**config.mk**
```make
export PLATFORM = sky130hd
export DESIGN_NAME = trap_sequencer
export DESIGN_NICKNAME = d
export VERILOG_FILES = /design/src/rtl/proc_pkg.sv /design/src/rtl/trap_target_calc.sv /design/src/rtl/trap_sequencer.sv
export SDC_FILE = /design/constraint.sdc
export NUM_CORES = 1
export LEC_CHECK = 0
export BUFFER_PORTS_ARGS = -buffer_cell sky130_fd_sc_hd__clkbuf_2
export CORE_MARGIN = 2
export CORE_UTILIZATION = 45
export CTS_CLUSTER_DIAMETER = 120
export DETAILED_ROUTE_END_ITERATION = 12
export PLACE_DENSITY = 0.84
export SLEW_MARGIN = 20
export SYNTH_ARGS = -nofsm -noshare
export SYNTH_HDL_FRONTEND = slang
export SYNTH_HIERARCHICAL = 1
export SYNTH_SLANG_ARGS = --single-unit
```
**constraint.sdc**
```tcl
create_clock -name clk_i -period 2.85 [get_ports clk_i]
set_clock_uncertainty 0.2 [all_clocks]
set_input_delay 0.285 -clock clk_i [delete_from_list [all_inputs] [get_ports clk_i]]
set_output_delay 0.285 -clock clk_i [all_outputs]
set_load 0.005 [all_outputs]
```
**src/rtl/proc_pkg.sv**
```systemverilog
// Shared types and constants for the machine-mode trap sequencer.
package proc_pkg;

  typedef enum logic [2:0] {
    ST_IDLE,
    ST_W_MEPC,
    ST_W_MCAUSE,
    ST_W_MTVAL,
    ST_W_MSTATUS_T,
    ST_W_MSTATUS_R,
    ST_REDIRECT
  } trap_state_e;

  localparam logic [11:0] CSR_MSTATUS = 12'h300;
  localparam logic [11:0] CSR_MTVEC   = 12'h305;
  localparam logic [11:0] CSR_MEPC    = 12'h341;
  localparam logic [11:0] CSR_MCAUSE  = 12'h342;
  localparam logic [11:0] CSR_MTVAL   = 12'h343;

  localparam int unsigned MSTATUS_MIE    = 3;
  localparam int unsigned MSTATUS_MPIE   = 7;
  localparam int unsigned MSTATUS_MPP_LO = 11;
  localparam int unsigned MSTATUS_MPP_HI = 12;

endpackage

```
**src/rtl/trap_target_calc.sv**
```systemverilog
// Redirect target for trap entry (direct or vectored mtvec) or MRET (mepc).
module trap_target_calc #(
  parameter int unsigned XLEN        = 32,
  parameter bit          VECTORED_EN = 1'b1
) (
  input  logic [XLEN-1:0] mtvec_i,
  input  logic [XLEN-1:0] cause_i,
  input  logic [XLEN-1:0] mepc_i,
  input  logic            is_mret_i,
  output logic [XLEN-1:0] redirect_pc_o
);

  localparam logic [XLEN-1:0] ALIGN_MASK = ~XLEN'(3);

  logic [XLEN-1:0] base;
  logic [XLEN-1:0] vec_off;

  // Select between mepc, vectored interrupt slot and direct base.
  always_comb begin
    base    = mtvec_i & ALIGN_MASK;
    // Shifting the full cause drops the interrupt bit, leaving cause[XLEN-2:0]<<2 mod 2^XLEN.
    vec_off = cause_i << 2;
    if (is_mret_i) begin
      redirect_pc_o = mepc_i & ALIGN_MASK;
    end else if (VECTORED_EN && (mtvec_i[1:0] == 2'b01) && cause_i[XLEN-1]) begin
      redirect_pc_o = base + vec_off;
    end else begin
      redirect_pc_o = base;
    end
  end

endmodule

```
**src/rtl/trap_sequencer.sv**
```systemverilog
// Sequences trap entry / MRET CSR writes through one CSR write port, then redirects the PC.
module trap_sequencer
  import proc_pkg::*;
#(
  parameter int unsigned XLEN        = 32,
  parameter int unsigned CSR_AW      = 12,
  parameter bit          VECTORED_EN = 1'b1
) (
  input  logic              clk_i,
  input  logic              rst_i,
  input  logic              exc_valid_i,
  input  logic [XLEN-1:0]   exc_cause_i,
  input  logic [XLEN-1:0]   exc_pc_i,
  input  logic [XLEN-1:0]   exc_tval_i,
  input  logic              mret_i,
  input  logic [XLEN-1:0]   mstatus_i,
  input  logic [XLEN-1:0]   mtvec_i,
  input  logic [XLEN-1:0]   mepc_i,
  output logic              csr_req_o,
  input  logic              csr_gnt_i,
  output logic [CSR_AW-1:0] csr_addr_o,
  output logic [XLEN-1:0]   csr_wdata_o,
  output logic              busy_o,
  output logic              flush_o,
  output logic              redirect_valid_o,
  output logic [XLEN-1:0]   redirect_pc_o
);

  trap_state_e     state_q, state_d;
  logic [XLEN-1:0] cause_q, cause_d;
  logic [XLEN-1:0] pc_q, pc_d;
  logic [XLEN-1:0] tval_q, tval_d;
  logic            is_mret_q, is_mret_d;

  logic [XLEN-1:0] ms_trap;
  logic [XLEN-1:0] ms_mret;
  logic [XLEN-1:0] target_pc;

  trap_target_calc #(
    .XLEN        (XLEN),
    .VECTORED_EN (VECTORED_EN)
  ) u_target (
    .mtvec_i       (mtvec_i),
    .cause_i       (cause_q),
    .mepc_i        (mepc_i),
    .is_mret_i     (is_mret_q),
    .redirect_pc_o (target_pc)
  );

  // State and capture registers with synchronous reset.
  always_ff @(posedge clk_i) begin
    if (rst_i) begin
      state_q   <= ST_IDLE;
      cause_q   <= '0;
      pc_q      <= '0;
      tval_q    <= '0;
      is_mret_q <= 1'b0;
    end else begin
      state_q   <= state_d;
      cause_q   <= cause_d;
      pc_q      <= pc_d;
      tval_q    <= tval_d;
      is_mret_q <= is_mret_d;
    end
  end

  // Next-state and capture logic; writes advance only on grant.
  always_comb begin
    state_d   = state_q;
    cause_d   = cause_q;
    pc_d      = pc_q;
    tval_d    = tval_q;
    is_mret_d = is_mret_q;
    unique case (state_q)
      ST_IDLE: begin
        if (exc_valid_i) begin
          cause_d   = exc_cause_i;
          pc_d      = exc_pc_i;
          tval_d    = exc_tval_i;
          is_mret_d = 1'b0;
          state_d   = ST_W_MEPC;
        end else if (mret_i) begin
          is_mret_d = 1'b1;
          state_d   = ST_W_MSTATUS_R;
        end
      end
      ST_W_MEPC:      if (csr_gnt_i) state_d = ST_W_MCAUSE;
      ST_W_MCAUSE:    if (csr_gnt_i) state_d = ST_W_MTVAL;
      ST_W_MTVAL:     if (csr_gnt_i) state_d = ST_W_MSTATUS_T;
      ST_W_MSTATUS_T: if (csr_gnt_i) state_d = ST_REDIRECT;
      ST_W_MSTATUS_R: if (csr_gnt_i) state_d = ST_REDIRECT;
      ST_REDIRECT:    state_d = ST_IDLE;
      default:        state_d = ST_IDLE;
    endcase
  end

  // CSR write port, stall, flush and redirect outputs decoded from state.
  always_comb begin
    ms_trap = mstatus_i;
    ms_trap[MSTATUS_MPIE] = mstatus_i[MSTATUS_MIE];
    ms_trap[MSTATUS_MIE]  = 1'b0;
    ms_trap[MSTATUS_MPP_HI:MSTATUS_MPP_LO] = 2'b11;

    ms_mret = mstatus_i;
    ms_mret[MSTATUS_MIE]  = mstatus_i[MSTATUS_MPIE];
    ms_mret[MSTATUS_MPIE] = 1'b1;
    ms_mret[MSTATUS_MPP_HI:MSTATUS_MPP_LO] = 2'b11;

    csr_req_o        = 1'b0;
    csr_addr_o       = '0;
    csr_wdata_o      = '0;
    redirect_valid_o = 1'b0;
    redirect_pc_o    = '0;
    busy_o           = (state_q != ST_IDLE);
    flush_o          = (state_q == ST_IDLE) && exc_valid_i && !rst_i;
    unique case (state_q)
      ST_W_MEPC: begin
        csr_req_o   = 1'b1;
        csr_addr_o  = CSR_AW'(CSR_MEPC);
        csr_wdata_o = pc_q & ~XLEN'(3);
      end
      ST_W_MCAUSE: begin
        csr_req_o   = 1'b1;
        csr_addr_o  = CSR_AW'(CSR_MCAUSE);
        csr_wdata_o = cause_q;
      end
      ST_W_MTVAL: begin
        csr_req_o   = 1'b1;
        csr_addr_o  = CSR_AW'(CSR_MTVAL);
        csr_wdata_o = tval_q;
      end
      ST_W_MSTATUS_T: begin
        csr_req_o   = 1'b1;
        csr_addr_o  = CSR_AW'(CSR_MSTATUS);
        csr_wdata_o = ms_trap;
      end
      ST_W_MSTATUS_R: begin
        csr_req_o   = 1'b1;
        csr_addr_o  = CSR_AW'(CSR_MSTATUS);
        csr_wdata_o = ms_mret;
      end
      ST_REDIRECT: begin
        redirect_valid_o = 1'b1;
        redirect_pc_o    = target_pc;
      end
      default: ;
    endcase
  end

endmodule
```
==> results.md <==
- The congestion estimate from routability-driven global placement came to 0.893.
- Data arrives at the worst endpoint at between 2000 and 3000 ps.
- Ranked by total cell area, the synthesized netlist is headed by sky130_fd_sc_hd__dfxtp_1 28%, sky130_fd_sc_hd__nand2_1 12%, sky130_fd_sc_hd__a21oi_1 12%.
- Global routing used between 30 and 40% of the available tracks across all layers.
- The setup slack at placement is -374 ps.
- The synthesized design contains 98 register bits.
- The kind of end point of the critical path is a primary output.
- In this run the count of I/O pins placed on the die edge is 277.
- The clock network is responsible for 21.3% of the overall power.
- The largest fanout of any net on the critical path is 3.
- For this design the ratio of total power to cell area is 555 nW/um2.
- The initial utilization of the core area, before any placement, comes to ~46%.
- After the first detailed-routing iteration, the DRC count stood at between 700 and 800.
- The final reports fail on negative setup slack.
- The final number of hold-violating endpoints is 0.
- The critical path goes through ha_4 > fa_2 > a21oi_4 > o211ai_2 > a21oi_2 > o41ai_2 > a211o_1 > a41oi_2 > xor2_1 > o221ai_1 > and3_1 > clkbuf_2.
- In this run the core area contains 45 standard-cell rows.
- At the end of the flow, the number of nets in the layout was between 1500 and 2000.
- The ratio of routed vias to standard cells is approximately 5.7.
- Detailed placement finished with a half-perimeter wire length of roughly 18000 um.
- The start-to-end type of the worst setup path is register to primary output.
- The y dimension of the die is approximately 130 um.
- The number of maximum-capacitance constraint violations is 0.
- The placed instances occupy a cell area of about 9000 um2.
- Timing would allow up to approximately 290 MHz.
- The worst path required time is between 2000 and 2500 ps.
- Summing over every cut layer, the via total after detailed routing is 9128.
- Summed over all layers, the global routing overflow is 0.
- The detailed-router iteration count before antenna repair is 7.
- The summed area of non-filler cells in the final layout is between 10000 and 15000 um2.
- Net switching is about two fifths of the power.
- The non-filler instance count after layout is between 1500 and 2000.
- After layout, the worst setup slack is -589 ps.
- Once detail routing completed, the nets flagged for antenna violations numbered 0.
- The final count of pins violating max slew is 0.
- The synthesized design devotes to its leading area cell type 27.6% of total area.
- Combinational logic is responsible for 48.4% of the overall power.
- The pin count of the biggest net entering global routing is 77.
- The area added between synthesis and finish is 52.3%.
- The final worst-path cycle share is 121%.
- Setup repair after global routing could not meet its margin everywhere.
- The share of the core filled with cells in the final layout is just over 70%.
- The power dissipated by switching net loads is about 2.3 mW.
- The floorplan step defined a die boundary enclosing between 15000 and 20000 um2.
- The largest voltage drop on the vdd net is 433 uV.
- The H-tree depth reported by CTS is 3.
- The cell count after synthesis is 980.
- In this run the tightest slew margin relative to its limit is around 46%.
- The cell total after placement is 1461.
- Of all flip-flops after synthesis, the portion carrying an async set or reset was 0%.
- The internal power consumption is around 3.7 mW.
- The TritonCTS clock tree is done.
- The width of the chip is approximately 130 um.
- Yosys printed 6 warnings.
- The routed wire length is ~29000 um.
- The total CTS buffers is 9.
- The type of element launching the critical path is a register.
- The path type of the worst min-delay path is input port to register.
- For this run, the slowest stage of the critical path takes 370 ps.
- The analysis attributes to cell leakage a power of around 5.1 nW.
- The count of buffers added on input and output ports is approximately 260.
- The proportion of power drawn by flip-flops and latches is 30.3%.
- After synthesis, flip-flops and latches occupy between 20% and 30% of the total area.
- The number of antenna violations at the first check in global routing is 1.
- In the final routed layout, each cell accounts on average for 18.3 um.
- The via count of the first global-routing pass came to between 8000 and 9000.
- The cell sitting at the root of the clock tree is a sky130_fd_sc_hd__clkbuf_16.
- For this run, design rule violations remaining after detail routing come to 0.
- The first global-routing pass estimated around 43000 um of wire.
- The worst path in the final design needs a cycle of 3440 ps, including I/O delays and setup.
- The clock net sink count is 98.
- Each instance of the synthesized netlist takes up on average 7.26 um2.
- The count of flip-flops with a built-in enable after synthesis is 0.
- Yosys mapped the design onto 65 distinct sky130hd cell types.
- In this run the cell area of the synthesized design comes to slightly above 7000 um2.
- After clock tree synthesis, the clock-pin slew on the worst setup and hold paths is approximately 70 ps.
- Setup violations remaining at the end of the flow were counted as 25.
- The transition at the pin with the smallest max-transition slack is 801 ps.
- The dominant cell type by area after synthesis is sky130_fd_sc_hd__dfxtp_1.
- The slowest cell on the critical path is sky130_fd_sc_hd__fa_2.
- In the final layout, the share of cells above drive strength 1 is 35.8%.
- The run finished, with violations left.
- The core footprint is ~15000 um2.
- The library cell used most frequently in the layout, excluding fill and tap cells, is sky130_fd_sc_hd__clkbuf_2.
- The clock reaches the later pin of the worst-skew pair after about 340 ps.
- The final total negative setup slack is -9710 ps.
- The most used flip-flop cell after synthesis is sky130_fd_sc_hd__dfxtp_1.
- The top cell types in the final layout, fill and taps aside, are 257 x sky130_fd_sc_hd__clkbuf_2, 231 x sky130_fd_sc_hd__nand2_1, 157 x sky130_fd_sc_hd__a21oi_1.
- The largest buffer count on any clock path is 2.
[flip-flops by register name, indices dropped and copies added (netlist names)]
signal	count
cause_q	32
tval_q	32
pc_q	30
state_q	3
is_mret_q	1
[logic make-up (layout without fill, tap and decap cells)]
| kind of cell | after synthesis | after routing | share of synthesized area, % |
|---|---|---|---|
| simple gates | 390 | 390 | 25.4 |
| other cells | 2 | 13 | 0.105 |
| xor+xnor | 23 | 23 | 2.83 |
| mux | 44 | 44 | 6.73 |
| buf+inv | 93 | 482 | 6.36 |
| compound gates | 300 | 300 | 25.6 |
| fa+ha+maj | 30 | 30 | 5.38 |
| flops | 98 | 98 | 27.6 |
[layout make-up]
cell class                 count  area (um2)
sequential                    98        1990
tap                          211         264
fill                        1143        4470
timing repair buffer         460        3100
clock buffer                  12         268
inverter                       6        22.5
clock inverter                 4        47.5
multi-input combinational    796        5140
antenna                        4        10.0
[worst paths after layout]
check                          startpoint                       end  slack [ps]  cells after the start
setup / recovery  cause_q[0]$_SDFFE_PP0P_         redirect_pc_o[28]        -590                     12
hold / removal            exc_cause_i[15]  cause_q[15]$_SDFFE_PP0P_          20                      3
setup reg to reg  state_q[0]$_SDFFE_PP0P_   tval_q[19]$_SDFFE_PP0P_         600                      5
hold reg to reg      pc_q[4]$_SDFFE_PP0P_      pc_q[4]$_SDFFE_PP0P_         260                      2
[Yosys cell counts, types with 6 or more instances]
master                     number
sky130_fd_sc_hd__o21ai_0       44
sky130_fd_sc_hd__ha_1          29
sky130_fd_sc_hd__mux2i_1       13
sky130_fd_sc_hd__nor2_1        28
sky130_fd_sc_hd__dfxtp_1       98
sky130_fd_sc_hd__nor2b_1       10
sky130_fd_sc_hd__buf_2         11
sky130_fd_sc_hd__a21oi_1      170
sky130_fd_sc_hd__xnor2_1        9
sky130_fd_sc_hd__nand2b_1      30
sky130_fd_sc_hd__buf_6          6
sky130_fd_sc_hd__inv_1          6
sky130_fd_sc_hd__o21a_1         6
sky130_fd_sc_hd__mux2_2        31
sky130_fd_sc_hd__buf_4         12
sky130_fd_sc_hd__a221oi_1      27
sky130_fd_sc_hd__clkbuf_1      52
sky130_fd_sc_hd__a21o_1        17
sky130_fd_sc_hd__nor3_1         8
sky130_fd_sc_hd__buf_1          6
sky130_fd_sc_hd__and3_1        38
sky130_fd_sc_hd__nand3_1       13
sky130_fd_sc_hd__xor2_1        14
sky130_fd_sc_hd__nand2_1      231
[through the flow]
stage	total power, mW	hold slack [ps]
finish	6.02	22.9
global route	6.33	31.2
CTS	5.82	7.23
detailed placement	4.29	243
global placement	4.24	238
floorplan	3.35	221
[layer usage]
metal	part of all wire (%)	up-vias	global-route usage [%]	wire length (um)
met5	0	-	0	0
met3	8.4	132	5.54	2450
met2	48	615	56.5	14100
li1	-	4203	-	-
met4	4.5	0	16.6	1330
met1	39	4178	38.7	11300
[power groups by stage]
stage                     combinational, mW  clock (mW)  sequential, mW
after floorplan                        1.68           0            1.67
after global placement                 2.43           0            1.81
after detailed placement               2.47           0            1.82
after CTS                              2.73        1.29            1.81
after global routing                   3.13        1.35            1.84
final                                  2.92        1.28            1.82
[critical path, delay by kind of cell (launching register included)]
kind                       cells  cell delay, ps
DFF                            1             340
adders and majority gates      2             530
AOI/OAI and AO/OA              7            1290
xor gates and xnor gates       1             170
buffers and inverters          1             100
and+or+nand+nor                1             180
[what timing repair did]
action / CTS / global route
gates resized for setup: 87 / 27
setup buffers: 15 / 2
pin swaps: 42 / 30
hold buffers: 93 / 0
endpoints found under the hold margin: 93 / 0
endpoints found under the setup margin: 24 / 27
No activity file was read; power rests on OpenSTA's default activity.
